<file path="config.mk">
export PLATFORM = sky130hd
export DESIGN_NAME = enemy_group
export DESIGN_NICKNAME = d
export VERILOG_FILES = /design/src/rtl/enemy_pkg.sv /design/src/rtl/enemy_steer.sv /design/src/rtl/enemy_group.sv
export SDC_FILE = /design/constraint.sdc
export NUM_CORES = 1
export LEC_CHECK = 0
export CORE_MARGIN = 8
export CORE_UTILIZATION = 55
export CTS_CLUSTER_DIAMETER = 200
export DETAILED_ROUTE_END_ITERATION = 8
export PLACE_DENSITY = 0.76
export SLEW_MARGIN = 20
export SYNTH_ARGS = -nofsm -noshare
export SYNTH_HDL_FRONTEND = slang
export SYNTH_HIERARCHICAL = 1
export SYNTH_SLANG_ARGS = --single-unit
</file>
<file path="constraint.sdc">
create_clock -name clk -period 13 [get_ports clk]
set_input_delay 1.95 -clock clk [delete_from_list [all_inputs] [get_ports clk]]
set_output_delay 1.95 -clock clk [all_outputs]
set_load 0.01 [all_outputs]
</file>
<file path="src/rtl/enemy_pkg.sv">
// enemy_pkg: shared definitions for the multi-enemy motion controller.
//   - one-hot direction codes and opposite()
//   - fixed-point shift and playfield limits
//   - controller state encoding
package enemy_pkg;

  localparam logic [3:0] TOP    = 4'b0100;
  localparam logic [3:0] RIGHT  = 4'b0010;
  localparam logic [3:0] LEFT   = 4'b1000;
  localparam logic [3:0] BOTTOM = 4'b0001;

  // Positions are kept as pixel * 64
  localparam int FIXED_POINT_SHIFT = 6;

  localparam int X_FRAME_LEFT   = 15;
  localparam int X_FRAME_RIGHT  = 623;
  localparam int Y_FRAME_TOP    = 48;
  localparam int Y_FRAME_BOTTOM = 464;
  localparam int OBJECT_SIZE    = 32;

  typedef enum logic [2:0] {
    IDLE_ST    = 3'd0,
    COLLECT_ST = 3'd1,
    FRAME_ST   = 3'd2,
    BOUNCE_ST  = 3'd3,
    MOVE_ST    = 3'd4,
    LIMIT_ST   = 3'd5,
    DONE_ST    = 3'd6
  } state_t;

  function automatic logic [3:0] opposite(input logic [3:0] d);
    case (d)
      TOP:     return BOTTOM;
      BOTTOM:  return TOP;
      LEFT:    return RIGHT;
      RIGHT:   return LEFT;
      default: return d;
    endcase
  endfunction

endpackage

</file>
<file path="src/rtl/enemy_steer.sv">
// enemy_steer: combinational direction chooser used whenever an enemy is
// blocked (collision bounce or playfield wall).
//   blocked    : one-hot direction that must not be taken
//   random_num : pseudo-random source, 00 BOTTOM, 01 TOP, 10 LEFT, 11 RIGHT
//   dx, dy     : player minus enemy, pixels (only with ENEMY_CHASE_MODE_EN)
//   new_dir    : chosen one-hot direction
// With ENEMY_CHASE_MODE_EN defined the enemy heads along the axis with the
// larger distance to the player (X on ties); otherwise it steers randomly.
module enemy_steer import enemy_pkg::*; (
  input  logic [3:0]        blocked,
  input  logic [1:0]        random_num,
`ifdef ENEMY_CHASE_MODE_EN
  input  logic signed [11:0] dx,
  input  logic signed [11:0] dy,
`endif
  output logic [3:0]        new_dir
);

  logic [3:0] cand;
  logic [3:0] rnd_dir;

  always_comb begin
    case (random_num)
      2'b00:   cand = BOTTOM;
      2'b01:   cand = TOP;
      2'b10:   cand = LEFT;
      default: cand = RIGHT;
    endcase
    rnd_dir = (cand == blocked) ? opposite(blocked) : cand;
  end

`ifdef ENEMY_CHASE_MODE_EN
  logic [11:0] adx;
  logic [11:0] ady;
  logic [3:0]  chase;

  always_comb begin
    adx = dx[11] ? 12'(-dx) : 12'(dx);
    ady = dy[11] ? 12'(-dy) : 12'(dy);
    if (dx == 12'sd0 && dy == 12'sd0) begin
      chase = rnd_dir;
    end else if (adx >= ady) begin
      chase = dx[11] ? LEFT : RIGHT;
    end else begin
      // screen Y grows downwards
      chase = dy[11] ? TOP : BOTTOM;
    end
    new_dir = (chase == blocked) ? rnd_dir : chase;
  end
`else
  assign new_dir = rnd_dir;
`endif

endmodule

</file>
<file path="src/rtl/enemy_group.sv">
// enemy_group: one time-multiplexed FSM moving NUM_ENEMIES enemies.
// Each frame: collect collisions/kills, then per enemy BOUNCE -> MOVE ->
// LIMIT (3 cycles each, dead enemies still take their slot), then DONE.
// Ports:
//   clk, reset          : clock, asynchronous active-high reset
//   startOfFrame        : one-cycle frame strobe, honoured only while collecting
//   game_on             : 1 = run, 0 = return to spawn after the current frame
//   random_num          : re-steer source
//   speed_boost         : doubles the speed, sampled once per frame
//   collision, HitEdgeCode, kill : per-enemy strobes, enemy i at slice i
//   topLeftX, topLeftY  : pixel positions, 11 bits per enemy
//   alive               : per-enemy active flag
//   frame_done          : one-cycle pulse once every enemy is updated
//   dbg_state           : current FSM state
//   playerX, playerY    : player pixel position (ENEMY_CHASE_MODE_EN only)
// Strobes are plain single-cycle levels sampled at clk; no handshake.
module enemy_group import enemy_pkg::*; #(
  parameter int         NUM_ENEMIES  = 4,
  parameter int         INITIAL_X    = 15,
  parameter int         INITIAL_Y    = 48,
  parameter int         SPAWN_STEP_X = 128,
  parameter int         SPEED        = 64,
  parameter logic [3:0] START_DIR    = 4'b0001
) (
  input  logic                       clk,
  input  logic                       reset,
  input  logic                       startOfFrame,
  input  logic                       game_on,
  input  logic [1:0]                 random_num,
  input  logic                       speed_boost,
  input  logic [NUM_ENEMIES-1:0]     collision,
  input  logic [4*NUM_ENEMIES-1:0]   HitEdgeCode,
  input  logic [NUM_ENEMIES-1:0]     kill,
`ifdef ENEMY_CHASE_MODE_EN
  input  logic signed [10:0]         playerX,
  input  logic signed [10:0]         playerY,
`endif
  output logic [11*NUM_ENEMIES-1:0]  topLeftX,
  output logic [11*NUM_ENEMIES-1:0]  topLeftY,
  output logic [NUM_ENEMIES-1:0]     alive,
  output logic                       frame_done,
  output state_t                     dbg_state
);

  localparam int IDX_W   = (NUM_ENEMIES > 1) ? $clog2(NUM_ENEMIES) : 1;
  localparam int POS_ONE = 1 << FIXED_POINT_SHIFT;
  localparam logic signed [31:0] X_MIN = 32'(X_FRAME_LEFT * POS_ONE);
  localparam logic signed [31:0] X_MAX = 32'((X_FRAME_RIGHT - OBJECT_SIZE) * POS_ONE);
  localparam logic signed [31:0] Y_MIN = 32'(Y_FRAME_TOP * POS_ONE);
  localparam logic signed [31:0] Y_MAX = 32'((Y_FRAME_BOTTOM - OBJECT_SIZE) * POS_ONE);
  localparam logic [IDX_W-1:0]   LAST  = IDX_W'(NUM_ENEMIES - 1);

  state_t                 state;
  logic [IDX_W-1:0]       idx;
  logic signed [31:0]     v;
  logic signed [31:0]     pos_x [NUM_ENEMIES];
  logic signed [31:0]     pos_y [NUM_ENEMIES];
  logic [3:0]             dir   [NUM_ENEMIES];
  logic [3:0]             hit_reg [NUM_ENEMIES];
  logic [NUM_ENEMIES-1:0] hit_flag;

  function automatic logic signed [31:0] spawn_x(input int i);
    return 32'((INITIAL_X + i * SPAWN_STEP_X) * POS_ONE);
  endfunction

  function automatic logic signed [31:0] step_x(input logic [3:0] d, input logic signed [31:0] s);
    return (d == RIGHT) ? s : (d == LEFT) ? -s : 32'sd0;
  endfunction

  function automatic logic signed [31:0] step_y(input logic [3:0] d, input logic signed [31:0] s);
    return (d == BOTTOM) ? s : (d == TOP) ? -s : 32'sd0;
  endfunction

  // Datapath for the enemy currently selected by idx
  logic signed [31:0] cur_x, cur_y, bounce_x, bounce_y, move_x, move_y;
  logic [3:0]         cur_hit, cur_dir, steer_blocked, steer_dir;
  logic               hit_valid, x_low, x_high, y_low, y_high;

  always_comb begin
    cur_x     = pos_x[idx];
    cur_y     = pos_y[idx];
    cur_hit   = hit_reg[idx];
    cur_dir   = dir[idx];
    hit_valid = (cur_hit == TOP) || (cur_hit == RIGHT) ||
                (cur_hit == LEFT) || (cur_hit == BOTTOM);
    // back off away from the edge that was hit
    bounce_x  = cur_x + step_x(opposite(cur_hit), v);
    bounce_y  = cur_y + step_y(opposite(cur_hit), v);
    move_x    = cur_x + step_x(cur_dir, v);
    move_y    = cur_y + step_y(cur_dir, v);
    x_low     = cur_x < X_MIN;
    x_high    = cur_x > X_MAX;
    y_low     = cur_y < Y_MIN;
    y_high    = cur_y > Y_MAX;
    // a Y clamp overrides an X clamp in the same cycle
    if (state == BOUNCE_ST) steer_blocked = cur_hit;
    else if (y_low)         steer_blocked = TOP;
    else if (y_high)        steer_blocked = BOTTOM;
    else if (x_low)         steer_blocked = LEFT;
    else                    steer_blocked = RIGHT;
  end

`ifdef ENEMY_CHASE_MODE_EN
  logic signed [10:0] cur_px, cur_py;
  logic signed [11:0] dx, dy;
  always_comb begin
    cur_px = cur_x[FIXED_POINT_SHIFT +: 11];
    cur_py = cur_y[FIXED_POINT_SHIFT +: 11];
    dx     = {playerX[10], playerX} - {cur_px[10], cur_px};
    dy     = {playerY[10], playerY} - {cur_py[10], cur_py};
  end
`endif

  enemy_steer u_steer (
    .blocked    (steer_blocked),
    .random_num (random_num),
`ifdef ENEMY_CHASE_MODE_EN
    .dx         (dx),
    .dy         (dy),
`endif
    .new_dir    (steer_dir)
  );

  always_ff @(posedge clk or posedge reset) begin
    if (reset) begin
      state      <= IDLE_ST;
      idx        <= '0;
      v          <= 32'(SPEED);
      frame_done <= 1'b0;
      hit_flag   <= '0;
      alive      <= '1;
      for (int i = 0; i < NUM_ENEMIES; i++) begin
        pos_x[i]   <= spawn_x(i);
        pos_y[i]   <= 32'(INITIAL_Y * POS_ONE);
        dir[i]     <= START_DIR;
        hit_reg[i] <= 4'b0;
      end
    end else begin
      frame_done <= 1'b0;
      if (state != IDLE_ST) alive <= alive & ~kill;
      case (state)
        IDLE_ST: begin
          alive    <= '1;
          hit_flag <= '0;
          for (int i = 0; i < NUM_ENEMIES; i++) begin
            pos_x[i]   <= spawn_x(i);
            pos_y[i]   <= 32'(INITIAL_Y * POS_ONE);
            dir[i]     <= START_DIR;
            hit_reg[i] <= 4'b0;
          end
          if (game_on) state <= COLLECT_ST;
        end
        COLLECT_ST: begin
          // only the first collision of the frame counts
          for (int i = 0; i < NUM_ENEMIES; i++) begin
            if (alive[i] && collision[i] && !hit_flag[i]) begin
              hit_reg[i]  <= HitEdgeCode[4*i +: 4];
              hit_flag[i] <= 1'b1;
            end
          end
          if (startOfFrame) state <= FRAME_ST;
        end
        FRAME_ST: begin
          v     <= speed_boost ? 32'(2 * SPEED) : 32'(SPEED);
          idx   <= '0;
          state <= BOUNCE_ST;
        end
        BOUNCE_ST: begin
          if (alive[idx] && hit_valid) begin
            pos_x[idx] <= bounce_x;
            pos_y[idx] <= bounce_y;
            dir[idx]   <= steer_dir;
          end
          hit_reg[idx]  <= 4'b0;
          hit_flag[idx] <= 1'b0;
          state         <= MOVE_ST;
        end
        MOVE_ST: begin
          if (alive[idx]) begin
            pos_x[idx] <= move_x;
            pos_y[idx] <= move_y;
          end
          state <= LIMIT_ST;
        end
        LIMIT_ST: begin
          if (alive[idx]) begin
            if (x_low)  pos_x[idx] <= X_MIN;
            if (x_high) pos_x[idx] <= X_MAX;
            if (y_low)  pos_y[idx] <= Y_MIN;
            if (y_high) pos_y[idx] <= Y_MAX;
            if (x_low || x_high || y_low || y_high) dir[idx] <= steer_dir;
          end
          if (idx == LAST) begin
            state      <= DONE_ST;
            frame_done <= 1'b1;
          end else begin
            idx   <= idx + 1'b1;
            state <= BOUNCE_ST;
          end
        end
        DONE_ST: state <= game_on ? COLLECT_ST : IDLE_ST;
        default: state <= IDLE_ST;
      endcase
    end
  end

  always_comb begin
    topLeftX = '0;
    topLeftY = '0;
    for (int i = 0; i < NUM_ENEMIES; i++) begin
      topLeftX[11*i +: 11] = pos_x[i][FIXED_POINT_SHIFT +: 11];
      topLeftY[11*i +: 11] = pos_y[i][FIXED_POINT_SHIFT +: 11];
    end
  end

  assign dbg_state = state;

endmodule

</file>
# Yosys cells after proc, flatten, opt, wreduce, memory -nomap -nowiden
# Index checks and enable logic that the tools add are counted.
dict set report classes {
  reduce_logical 37
  bitwise_logic 19
  n_eq_ne 37
  n_mux 83
  addsub 6
  n_lt_le_gt_ge 8
}
# operator count
set op_table {}
lappend op_table {{two-way mux 128 bit} 14}
lappend op_table {{one-hot mux 128 bit (4 select lines)} 2}
lappend op_table {{bitwise mux 128 bit} 4}
lappend op_table {{two-way mux 32 bit} 13}
lappend op_table {{bitwise AND 112 bit} 2}
lappend op_table {{inverter 112 bit} 2}
lappend op_table {{adder 32 bit} 4}
lappend op_table {{binary-select mux 32 bit (select 2 bit)} 2}
lappend op_table {{bitwise AND 120 bit} 1}
lappend op_table {{inverter 120 bit} 1}
lappend op_table {{bitwise AND 104 bit} 1}
lappend op_table {{inverter 104 bit} 1}
lappend op_table {{one-hot mux 16 bit (3 select lines)} 2}
lappend op_table {{demux 32 bit (select 2 bit)} 1}
lappend op_table {{two-way mux 4 bit} 16}
lappend op_table {{two-way mux 16 bit} 3}
lappend op_table {{greater-than comparator 32 x 16 -> 1 bit (second input constant)} 1}
lappend op_table {{greater-than comparator 32 x 17 -> 1 bit (second input constant)} 1}
lappend op_table {{less-than comparator 32 x 11 -> 1 bit (second input constant)} 1}
lappend op_table {{less-than comparator 32 x 13 -> 1 bit (second input constant)} 1}
lappend op_table {{negation 32 bit} 1}
lappend op_table {{bitwise OR 16 bit} 2}
lappend op_table {{one-hot mux 4 bit (4 select lines)} 2}
lappend op_table {{bitwise OR 24 bit} 1}
lappend op_table {{45 further kinds} 111}
dict set report totals {
  reg_bits 334
  input_bits 31
  wordCells 215
  output_inout_bits 96
}

# Longest topological paths before layout
# Gate-level depths: netlist of run 1.
dict set report logic_depth {
  depth_word 16
  depth_mapped 23
  depth_no_buf 17
}

# Cells and area by module
# Netlist of run 1, hierarchy kept.
# module seq_area_each_um2 n_inst area_per_inst_um2 cells_per_inst
set modules_own_cells {}
lappend modules_own_cells {enemy_group 7653.6 1 21864.7 2344}
lappend modules_own_cells {enemy_steer 0.0 1 78.8 12}

# Least setup slack after synthesis of run 1
# Ideal clock, no wire load.
dict set report synth_timing {
  path_kind {register -> register}
  from {reg idx[0]}
  to {reg pos_y[57] in the netlist's numbering}
  t_arrival_ps 5634
  n_path_buf 6
  setup_time_ps 121
  synth_period_minus_slack_ps 5755
  t_required_ps 12879
  path_stages_with_launch 22
  setup_slack_ps 7245
  cell_sequence {dfrtp_1 -> buf_6 -> buf_6 -> buf_6 -> buf_6 -> buf_6 -> buf_2 -> mux4_2 -> nor2b_1 -> nand2_1 -> nor2_1 -> ha_1 -> a21o_1 -> a21o_1 -> a21o_1 -> nor4_1 -> nor2_1 -> a2111oi_0 -> nor2_1 -> xor2_1 -> a32o_1 -> a22o_1}
}
dict set report synth_via {
  elab_chain_cells 14
  elab_cells_between_ends 56
  classes_between {add/sub: 2; order compare: 4; eq/ne: 11; mux: 28; bitwise: 5; reduce/logical: 6}
}
# item line
set synth_rtl {}
lappend synth_rtl {{start, declared} enemy_group.sv:54} ;# logic [IDX_W-1:0] idx;
lappend synth_rtl {{start signal, assigned} enemy_group.sv:197} ;# idx <= idx + 1'b1;
lappend synth_rtl {{parallel branches: the longest is 14 deep, another holds adder 32 bit} -}
lappend synth_rtl {{end signal, assigned by index} enemy_group.sv:134} ;# pos_y[i] <= 32'(INITIAL_Y * POS_ONE);
lappend synth_rtl {{end signal, assigned by index} enemy_group.sv:147} ;# pos_y[i] <= 32'(INITIAL_Y * POS_ONE);
lappend synth_rtl {{end signal, assigned by index} enemy_group.sv:181} ;# pos_y[idx] <= move_y;
lappend synth_rtl {{end, declared} enemy_group.sv:57} ;# logic signed [31:0] pos_y [NUM_ENEMIES];
# Several ways; the timed one is not identified. The select of a mux whose other input is x is not followed.
# A chain may end at the register's enable or synchronous reset.

# Final worst setup path of run 1
dict set report layout_timing {
  from {reg idx[0]}
  to {reg pos_y[28] in the netlist's numbering}
}
# The elaborated chain is that of the path after synthesis.

==> results of run 1 <==
## cell type report
class	instances	area, µm²
Clock buffer	51	1060
Clock inverter	15	224
Fill cell	3348	15500
Inverter	59	241
Multi-Input combinational cell	1766	12800
Sequential cell	304	7660
Tap cell	525	657
Timing Repair Buffer	155	1490
## power by group through the flow
stage | clock network (mW) | registers (mW) | logic [mW]
floorplan | 0 | 1.16 | 1.75
global placement | 0 | 1.25 | 2.43
detailed placement | 0 | 1.25 | 2.47
CTS | 1.11 | 1.24 | 2.49
global route | 1.16 | 1.26 | 2.70
finish | 1.11 | 1.24 | 2.58
## worst register-to-register path, cell delays in order (launching register included)
cell and delay, ps:
dfrtp_4 900, buf_4 780, mux4_2 650, nor2b_1 210
nand2_1 110, nor2_2 80, buf_4 340, ha_1 350
nor2b_1 150, o21ai_0 240, a21boi_0 190, or2_2 320
a211oi_1 570, nand4_1 210, a31oi_1 290, xor2_1 190
o211ai_1 200, a32o_1 340
## layer usage
| metal | vias to the layer above | part of all wire |
|---|---|---|
| met3 | 266 | 0.10 |
| met5 | - | 0.00047 |
| met4 | 2 | 0.051 |
| met2 | 1195 | 0.44 |
| met1 | 9865 | 0.40 |
| li1 | 8724 | - |
## through the flow
step / instance area (µm²) / instances / power [mW]
floorplan: 21900 / 2356 / 2.90
global placement: 22800 / 2809 / 3.68
detailed placement: 22800 / 2809 / 3.72
CTS: 24100 / 2875 / 4.84
global route: 24100 / 2875 / 5.11
finish: 24100 / 2875 / 4.93
## kinds of logic after synthesis
group | after synthesis | synth area share
adder cells (fa/ha/maj) | 86 | 0.0504
XOR/XNOR | 88 | 0.0360
multiplexers | 81 | 0.0787
flip-flops | 304 | 0.349
AO/OA/AOI/OAI | 873 | 0.276
buffers and inverters | 286 | 0.0720
AND/OR/NAND/NOR | 638 | 0.138
## cells in the mapped netlist (10+ instances only)
master      n
dfrtp_1   267
nand2_1   238
o21ai_0   203
a21oi_1   152
nor2_1    136
a22o_1    117
buf_4      96
clkbuf_1   87
ha_1       82
mux4_2     73
inv_1      58
xnor2_1    56
a22oi_1    54
a21o_1     50
nand3_1    42
and2_1     39
nor3_1     39
dfstp_2    37
o22ai_1    36
xor2_1     31
o21a_1     28
buf_2      23
nor2b_1    22
and3_1     20
nand2b_1   20
o211ai_1   19
a221o_1    17
a221oi_1   15
nand4_1    15
a31oi_1    14
buf_6      14
nor4_1     14
a211oi_1   13
a32o_1     13
o21ai_1    13
o22a_1     13
o21bai_1   12
o31ai_1    12
or2_2      11
or3_1      11
a32oi_1    10
o221ai_1   10
## how the worst max path moves through the flow
stage	endpoint
finish	pos_y[28]
global placement	pos_x[61]
global route	pos_x[60]
CTS	pos_x[29]
floorplan	dbg_state[0]
detailed placement	pos_x[29]
==> out/metrics.cfg, run 1 <==
[power]
p_leak_nw=10.3
seqPwrFrac=0.252
internal-power_mw=2.51
cellPowerDensity_nw_per_um2=205
power_frac_clock=0.225
max-vdd-ir-drop_uv=196
p_comb_frac=0.523
power_switching_mw=2.41
p_sw_frac=0.490

[die]
start_util=0.555
rows=73
dieArea_um2=46500
core-area_um2=39500
io_pins=127
fp.dieH_um=216
die_width_um=216

[clocking]
holdBufCountCts=0
root_buffer=clkbuf_16
post_cts_resized=0
path_clk_slew_ps=70
cts_buffers=36
htree_levels=2
tritoncts=yes
clock_sink_count=304
clkLatencyLatePin_ps=560
clock_path_buffers=3
postCtsSetupBuffers=0

[sta]
fin_skew_ps=21.2
fmax_ghz=0.160
grt_setup_unrepaired=false
min_period_over_period=0.480
hold_slack_ps=478
fin_ws_ps=6760
setup_violations=0
period_minus_slack_ps=6240
tightestPinTransition_ps=1190
finalHoldViolations=0
maxSlewHeadroom=0.201
finalMaxSlewViolations=0
tns_ps=0

[global_route]
grt_use_total=0.322
met1_usage=0.426
antenna_found_initial=2
overflow=0
use_met2=0.489
grt_max_degree=151
grtUsageMet3=0.0759
grt.busiest_layer=met2
grt_pass1_wl_mm=119
grt_pass1_vias=20412

[logic_synthesis]
synthTopCellsByArea=dfrtp_1, mux4_2, ha_1
yosys.area.top_type=dfrtp_1
yosysUniqueCellTypes=91
async_flop_share=1.00
syn_inst=2356
synth_edf_count=0
syn-num-nets=2473
netlist_area_um2=21900
ys_warn_count=6
synth-seq-cells=304
synth_flop_cell=dfrtp_1
synth-seq-area-share=0.349
avgSynthCellArea_um2=9.31
yosysTopAreaCellShare=0.304

[routing]
vias_per_cell=6.97
post_drt_wl_per_cell_um=26.5
ant_nets=0
drtIter0Drc=2342
drc=0
vias=20052
wl_mm=76.3
drt_pass1_iterations=5

[place]
dp_hpwl_mm=52.5
numPortBuffers=126
place_congestion=0.990
dpl_worst_slack_ps=6870

[worst_hold_path]
hold_path_class=register to register
hold_start=pos_y[87]
hold_depth=2
hold_end=pos_y[87]

[worst_setup_path]
crit_path_start=idx[0]
rr_startpoint=idx[0]
critical-path-max-stage-delay_ps=900
rrSetupSlack_ps=6760
end_kind=register
cp.arrival_ps=6680
worst_path_max_delay_cell=dfrtp_4
required_ps=13440
path_cells=buf_4 > mux4_2 > nor2b_1 > nand2_1 > nor2_2 > buf_4 > ha_1 > nor2b_1 > o21ai_0 > a21boi_0 > or2_2 > a211oi_1 > nand4_1 > a31oi_1 > xor2_1 > o211ai_1 > a32o_1
path_delay_family=compound AO/OA/AOI/OAI gates
r2r-end=pos_y[28]
cp_num_buf_inv=2
cp_max_fo=41
rr_worst_depth=17
crit_cells=17
timing_worst_setup_path_type=register to register
start_kind=register

[final_layout]
final_nets=2439
largestRegisters=pos_x: 84 flops, pos_y: 84 flops
drive_gt1_frac=0.114
layout_commonest_cell=dfrtp_1
antennaDiodeCount=0
utilization=0.609
syn_to_final_growth_pct=9.76
final_cell_mix=dfrtp_1, nand2_1, o21ai_0

[run]
maxCapViolations=0

[run_status]
status=completed

(Power assumes the default switching activity.)
==> inputs of run 2 (changes only) <==
==> constraint.sdc (replaced) <==
create_clock -name clk -period 5.8 [get_ports clk]
set_input_delay 0.87 -clock clk [delete_from_list [all_inputs] [get_ports clk]]
set_output_delay 0.87 -clock clk [all_outputs]
set_load 0.01 [all_outputs]
==> run 2 against run 1 <==
Against the previous run:
- sequential share of layout area down 0.079 points
- maximum frequency up 23%
- non-clock buffer count up 22
- via count up 1.1%
- clock power up 110%
- setup slack worse by 6000 ps
- critical path type unchanged
==> out/metrics.cfg, run 2 (synthesis results as in run 1) <==
[run_status]
status=completed

[die]
rows=73  ; unchanged
io_pins=127  ; unchanged
fp.dieH_um=216  ; unchanged
die_width_um=216  ; unchanged
core-area_um2=39500  ; unchanged
start_util=0.555  ; unchanged
dieArea_um2=46500  ; unchanged

[routing]
wl_mm=77.2  ; +1.1%
vias_per_cell=7.01  ; +0.47%
ant_nets=0  ; unchanged
post_drt_wl_per_cell_um=26.7  ; +0.55%
drtIter0Drc=2340  ; -0.085%
drt_pass1_iterations=6  ; +1
vias=20266  ; +1.1%
drc=0  ; unchanged

[global_route]
grt_use_total=0.323  ; +0.000962
grt_pass1_wl_mm=119  ; -0.70%
antenna_found_initial=3  ; +1
grt_pass1_vias=19804  ; -3.0%
overflow=0  ; unchanged
grt_max_degree=169  ; +12%

[worst_hold_path]
hold_depth=2  ; unchanged
hold_start=pos_y[55]
hold_path_class=register to register
hold_end=pos_y[55]

[final_layout]
syn_to_final_growth_pct=10.0
final_cell_mix=dfrtp_1, nand2_1, o21ai_0
drive_gt1_frac=0.121  ; +0.00721
num-fill-cells=3378  ; +0.90%
layout_commonest_cell=dfrtp_1
largestRegisters=pos_x: 84 flops, pos_y: 84 flops
antennaDiodeCount=0  ; unchanged
fin_cells=2892  ; +0.59%
final_nets=2459  ; +0.82%

[worst_setup_path]
rrSetupSlack_ps=740  ; -6020 ps
start_kind=register
rr_worst_depth=16  ; -1
required_ps=6230  ; -7210 ps
rr_startpoint=idx[0]
r2r-end=pos_y[57]
cp.arrival_ps=5490  ; -1190 ps
timing_worst_setup_path_type=register to register
end_kind=register
cp_max_fo=18  ; -56%

[clocking]
root_buffer=clkbuf_16
tritoncts=yes
cts_buffers=34  ; -5.6%
postCtsSetupBuffers=0  ; unchanged
post_cts_resized=0  ; unchanged
htree_levels=2  ; unchanged
path_clk_slew_ps=60  ; about the same
clock_sink_count=304  ; unchanged
clkLatencyLatePin_ps=560  ; about the same
clock_path_buffers=3  ; unchanged
holdBufCountCts=0  ; unchanged

[power]
max-vdd-ir-drop_uv=373  ; +90%
power_switching_mw=5.32  ; +120%
power_frac_clock=0.210  ; -0.015
cellPowerDensity_nw_per_um2=452  ; +120%
seqPwrFrac=0.250  ; -0.002
p_comb_frac=0.540  ; +0.017
internal-power_mw=5.58  ; +120%
total_power_mw=10.9  ; +120%
p_sw_frac=0.488  ; -0.00160
p_leak_nw=10.4  ; +0.56%

[sta]
setup_violations=0  ; unchanged
min_period_over_period=0.872  ; +0.392
period_minus_slack_ps=5060  ; -1180 ps
tightestPinTransition_ps=1190  ; -1.82 ps
tns_ps=0  ; unchanged
grt_setup_unrepaired=false
fmax_ghz=0.198  ; +23%
finalMaxSlewViolations=0  ; unchanged
maxSlewHeadroom=0.202  ; +0.00122
finalHoldViolations=0  ; unchanged
fin_skew_ps=21.8  ; +0.563 ps

[place]
place_congestion=0.996  ; +0.67%
numPortBuffers=126  ; unchanged
dp_cells=2831  ; +0.78%
dp_hpwl_mm=54.1  ; +3.0%

[run]
maxCapViolations=0  ; unchanged

[run 2: cell types whose count changed in the layout (fill, tap and decap cells not counted), sizes merged]
cell	previous run	this run
bufinv	5	3
clkbuf	51	48
clkinv	8	9
clkinvlp	2	1
buf	29	51
[run 2: worst max path at each step]
stage | from | end | slack, ps | cells after the start
floorplan | idx[0] | pos_y[57] | 50 | 21
global placement | idx[0] | pos_y[124] | 970 | 15
detailed placement | idx[0] | pos_y[57] | 870 | 16
CTS | idx[0] | pos_y[57] | 840 | 16
global route | idx[0] | pos_y[124] | 440 | 15
finish | idx[0] | pos_y[57] | 740 | 16
[run 2: power by group through the flow]
stage               sequential (mW)  combinational [mW]  clock (mW)
floorplan                      2.59                3.91           0
global placement               2.73                5.61           0
detailed placement             2.74                5.67           0
CTS                            2.71                5.70        2.31
global route                   2.74                6.20        2.38
finish                         2.72                5.89        2.29
[run 2: metrics by stage]
stage	utilization	cell area (µm²)	hold slack [ps]	setup WS, ps
finish	0.611	24100	476	742
global route	0.611	24100	500	443
CTS	0.610	24100	478	837
detailed placement	0.581	23000	464	865
global placement	0.581	23000	457	968
floorplan	-	21900	433	45.4
[run 2: layout make-up]
type | count | area [µm²] | area share
repair buffers | 177 | 1680 | 0.0696
flip-flops and latches | 304 | 7660 | 0.317
clock buffers | 48 | 1000 | 0.0416
well taps | 525 | 657 | 0.0272
clock inverters | 13 | 150 | 0.00622
multi-input cells | 1766 | 12800 | 0.528
inverters | 59 | 238 | 0.00985
[run 2: worst max-delay path, stage by stage (launching register included)]
cell and delay (ps):
dfrtp_4 600, mux4_2 570, nor2b_1 210, nand2_1 140
nor2_2 360, buf_4 350, ha_1 350, a21o_1 190
a21oi_1 210, o22ai_1 160, nor4_1 340, nor2_1 150
a2111oi_0 480, nor2_1 100, xor2_1 170, a32o_1 300
a22o_1 240
[run 2: layer usage]
metal | global-route usage | share of wire | routed length [µm] | up-vias
met5 | 0 | 0.00036 | 28 | -
met4 | 0.196 | 0.063 | 4830 | 4
met3 | 0.0705 | 0.10 | 7800 | 285
met2 | 0.487 | 0.44 | 34200 | 1255
met1 | 0.422 | 0.39 | 30300 | 9959
li1 | - | - | - | 8763
==> inputs of run 3 (changes only) <==
--- a/config.mk
+++ b/config.mk
@@ -5,11 +5,13 @@
 export SDC_FILE = /design/constraint.sdc
 export NUM_CORES = 1
 export LEC_CHECK = 0
+export CAP_MARGIN = 20
 export CORE_MARGIN = 8
 export CORE_UTILIZATION = 55
 export CTS_CLUSTER_DIAMETER = 200
 export DETAILED_ROUTE_END_ITERATION = 8
 export PLACE_DENSITY = 0.76
+export RECOVER_POWER = 100
 export SLEW_MARGIN = 20
 export SYNTH_ARGS = -nofsm -noshare
 export SYNTH_HDL_FRONTEND = slang
==> run 3 against run 2 <==
Against the previous run:
- the run now ends with capacitance limit, slew limit left
- register-to-register slack worse by 410 ps
- power shrank 1.6%
- clock-buffer cell count grew 9
- die area did not move
- flip-flop and latch count unchanged
- sequential share of layout area is 0.10 points higher
- sequential power about the same
- wire length is 0.36% lower
- core utilization is 0.23 points lower
- clock skew increased by 8.0 ps
- largest power group unchanged
==> out/metrics.cfg, run 3 (synthesis results as in run 1) <==
[sta]
tns_ps=0  ; unchanged
period_minus_slack_ps=5470  ; +409 ps
setup_violations=0  ; unchanged
fin_ws_ps=334  ; -409 ps
min_period_over_period=0.942  ; +0.0705
fin_skew_ps=29.8  ; +7.97 ps
fmax_ghz=0.183  ; -7.5%
maxSlewHeadroom=-1.09  ; -1.29
grt_setup_unrepaired=false
tightestPinTransition_ps=3140  ; +1950 ps
finalMaxSlewViolations=62  ; +62
finalHoldViolations=0  ; unchanged

[power]
seqPwrFrac=0.252  ; +0.002
p_sw_frac=0.491  ; +0.00266
total_power_mw=10.7  ; -1.6%
power_switching_mw=5.27  ; -1.0%
cellPowerDensity_nw_per_um2=446  ; -1.2%
power_frac_clock=0.210  ; about the same
p_leak_nw=10.5  ; +1.3%
internal-power_mw=5.46  ; -2.1%
max-vdd-ir-drop_uv=362  ; -2.9%
p_comb_frac=0.537  ; -0.003

[clocking]
clock_path_buffers=3  ; unchanged
htree_levels=2  ; unchanged
tritoncts=yes
cts_buffers=35  ; +2.9%
path_clk_slew_ps=60  ; about the same
clkLatencyLatePin_ps=560  ; about the same
root_buffer=clkbuf_16
postCtsSetupBuffers=0  ; unchanged
holdBufCountCts=0  ; unchanged
post_cts_resized=0  ; unchanged
clock_sink_count=304  ; unchanged

[die]
io_pins=127  ; unchanged
core-area_um2=39500  ; unchanged
fp.dieH_um=216  ; unchanged
rows=73  ; unchanged
die_width_um=216  ; unchanged
start_util=0.555  ; unchanged
dieArea_um2=46500  ; unchanged

[routing]
wl_mm=76.9  ; -0.36%
vias=20238  ; -0.14%
ant_nets=0  ; unchanged
drc=0  ; unchanged
drtIter0Drc=2328  ; -0.51%
vias_per_cell=6.99  ; -0.31%
drt_pass1_iterations=6  ; unchanged
post_drt_wl_per_cell_um=26.5  ; -0.53%

[final_layout]
antennaDiodeCount=0  ; unchanged
seqCellArea_um2=7660  ; about the same
largestRegisters=pos_x: 84 flops, pos_y: 84 flops
num-fill-cells=3341  ; -1.1%
final_cell_mix=dfrtp_1, nand2_1, o21ai_0
utilization=0.608  ; -0.00231
final_nets=2462  ; +0.12%
syn_to_final_growth_pct=9.62
multiInputGateArea_um2=12700  ; -0.41%
drive_gt1_frac=0.113  ; -0.00869
layout_commonest_cell=dfrtp_1

[worst_setup_path]
required_ps=6260  ; +30 ps
rr_worst_depth=11  ; -5
critical-path-max-stage-delay_ps=860  ; +260 ps
cp_max_fo=65  ; +47
path_cells=buf_12 > mux4_2 > nor4_1 > a21oi_1 > o211ai_1 > nand4b_1 > or2_0 > and2_1 > o21ai_2 > o21ai_0 > o21ai_0
start_kind=register
end_kind=register
critPathMostFrequentCell=o21ai_0
worst_path_max_delay_cell=dfrtp_1
timing_worst_setup_path_type=register to register
cp.arrival_ps=5930  ; +440 ps

[worst_hold_path]
hold_depth=2  ; unchanged
hold_path_class=register to register

[place]
dpl_worst_slack_ps=872  ; +6.27 ps
numPortBuffers=126  ; unchanged
place_congestion=0.996  ; unchanged
dp_hpwl_mm=54.1  ; about the same

[global_route]
overflow=0  ; unchanged
grt_pass1_wl_mm=119  ; +0.16%
antenna_found_initial=2  ; -1
grt_use_total=0.322  ; -0.00137
grt_max_degree=169  ; unchanged
grt_pass1_vias=19885  ; +0.41%

[run]
maxCapViolations=1  ; +1

[run_status]
status=complete, but fails checks
violations=capacitance limit, slew limit

run 3: cell count changes in the layout (fill, tap and decap cells not counted), moves of 5 or more:
cell | before | now
and2_0 | 0 | 10
and2_1 | 38 | 28
buf_4 | 48 | 36
clkbuf_1 | 5 | 23
clkbuf_2 | 0 | 5
clkdlybuf4s50_1 | 126 | 28
dlygate4sd3_1 | 0 | 98
o21ai_0 | 203 | 212
o21ai_1 | 12 | 3
run 3: path summary, 6_finish.rpt:
path | end | slack (ps) | startpoint
max | pos_x[121] | 330 | idx[1]
min | dir[0] | 480 | dir[0]
max reg2reg | pos_x[121] | 330 | idx[1]
min reg2reg | dir[0] | 480 | dir[0]
max in group asynchronous | pos_x[2] | 1530 | reset
min in group asynchronous | topLeftX[26] | 890 | reset
run 3: critical path, delay by kind of cell, from the launching register on:
family                 cells  cell delay (ps)
flip-flops                 1              860
AND/OR/NAND/NOR            4             1910
AO/OA/AOI/OAI              5             1410
buffers and inverters      1              490
multiplexers               1              580
run 3: power by group through the flow:
stage / Clock (mW) / Sequential, mW / Combinational (mW)
floorplan: 0 / 2.59 / 3.91
global placement: 0 / 2.73 / 5.61
detailed placement: 0 / 2.74 / 5.68
CTS: 2.28 / 2.70 / 5.70
global route: 2.36 / 2.73 / 6.06
finish: 2.26 / 2.71 / 5.77
run 3: per-stage QoR:
stage	hold slack [ps]	std cells	cell area, µm²
floorplan	433	2356	21900
global placement	457	2831	23000
detailed placement	465	2832	23000
CTS	477	2896	24200
global route	500	2897	24100
finish	476	2897	24100
run 3: final cells by class:
class / count / area share
inverters: 59 / 0.00978
clock inverters: 7 / 0.00432
well taps: 525 / 0.0273
clock buffers: 57 / 0.0436
multi-input cells: 1766 / 0.528
repair buffers: 179 / 0.0686
flip-flops and latches: 304 / 0.318
run 3: layer usage:
metal  GRT usage  wire, µm
met1       0.424     30000
met2       0.489     34000
met3      0.0659      8170
met4       0.184      4680
met5           0        12
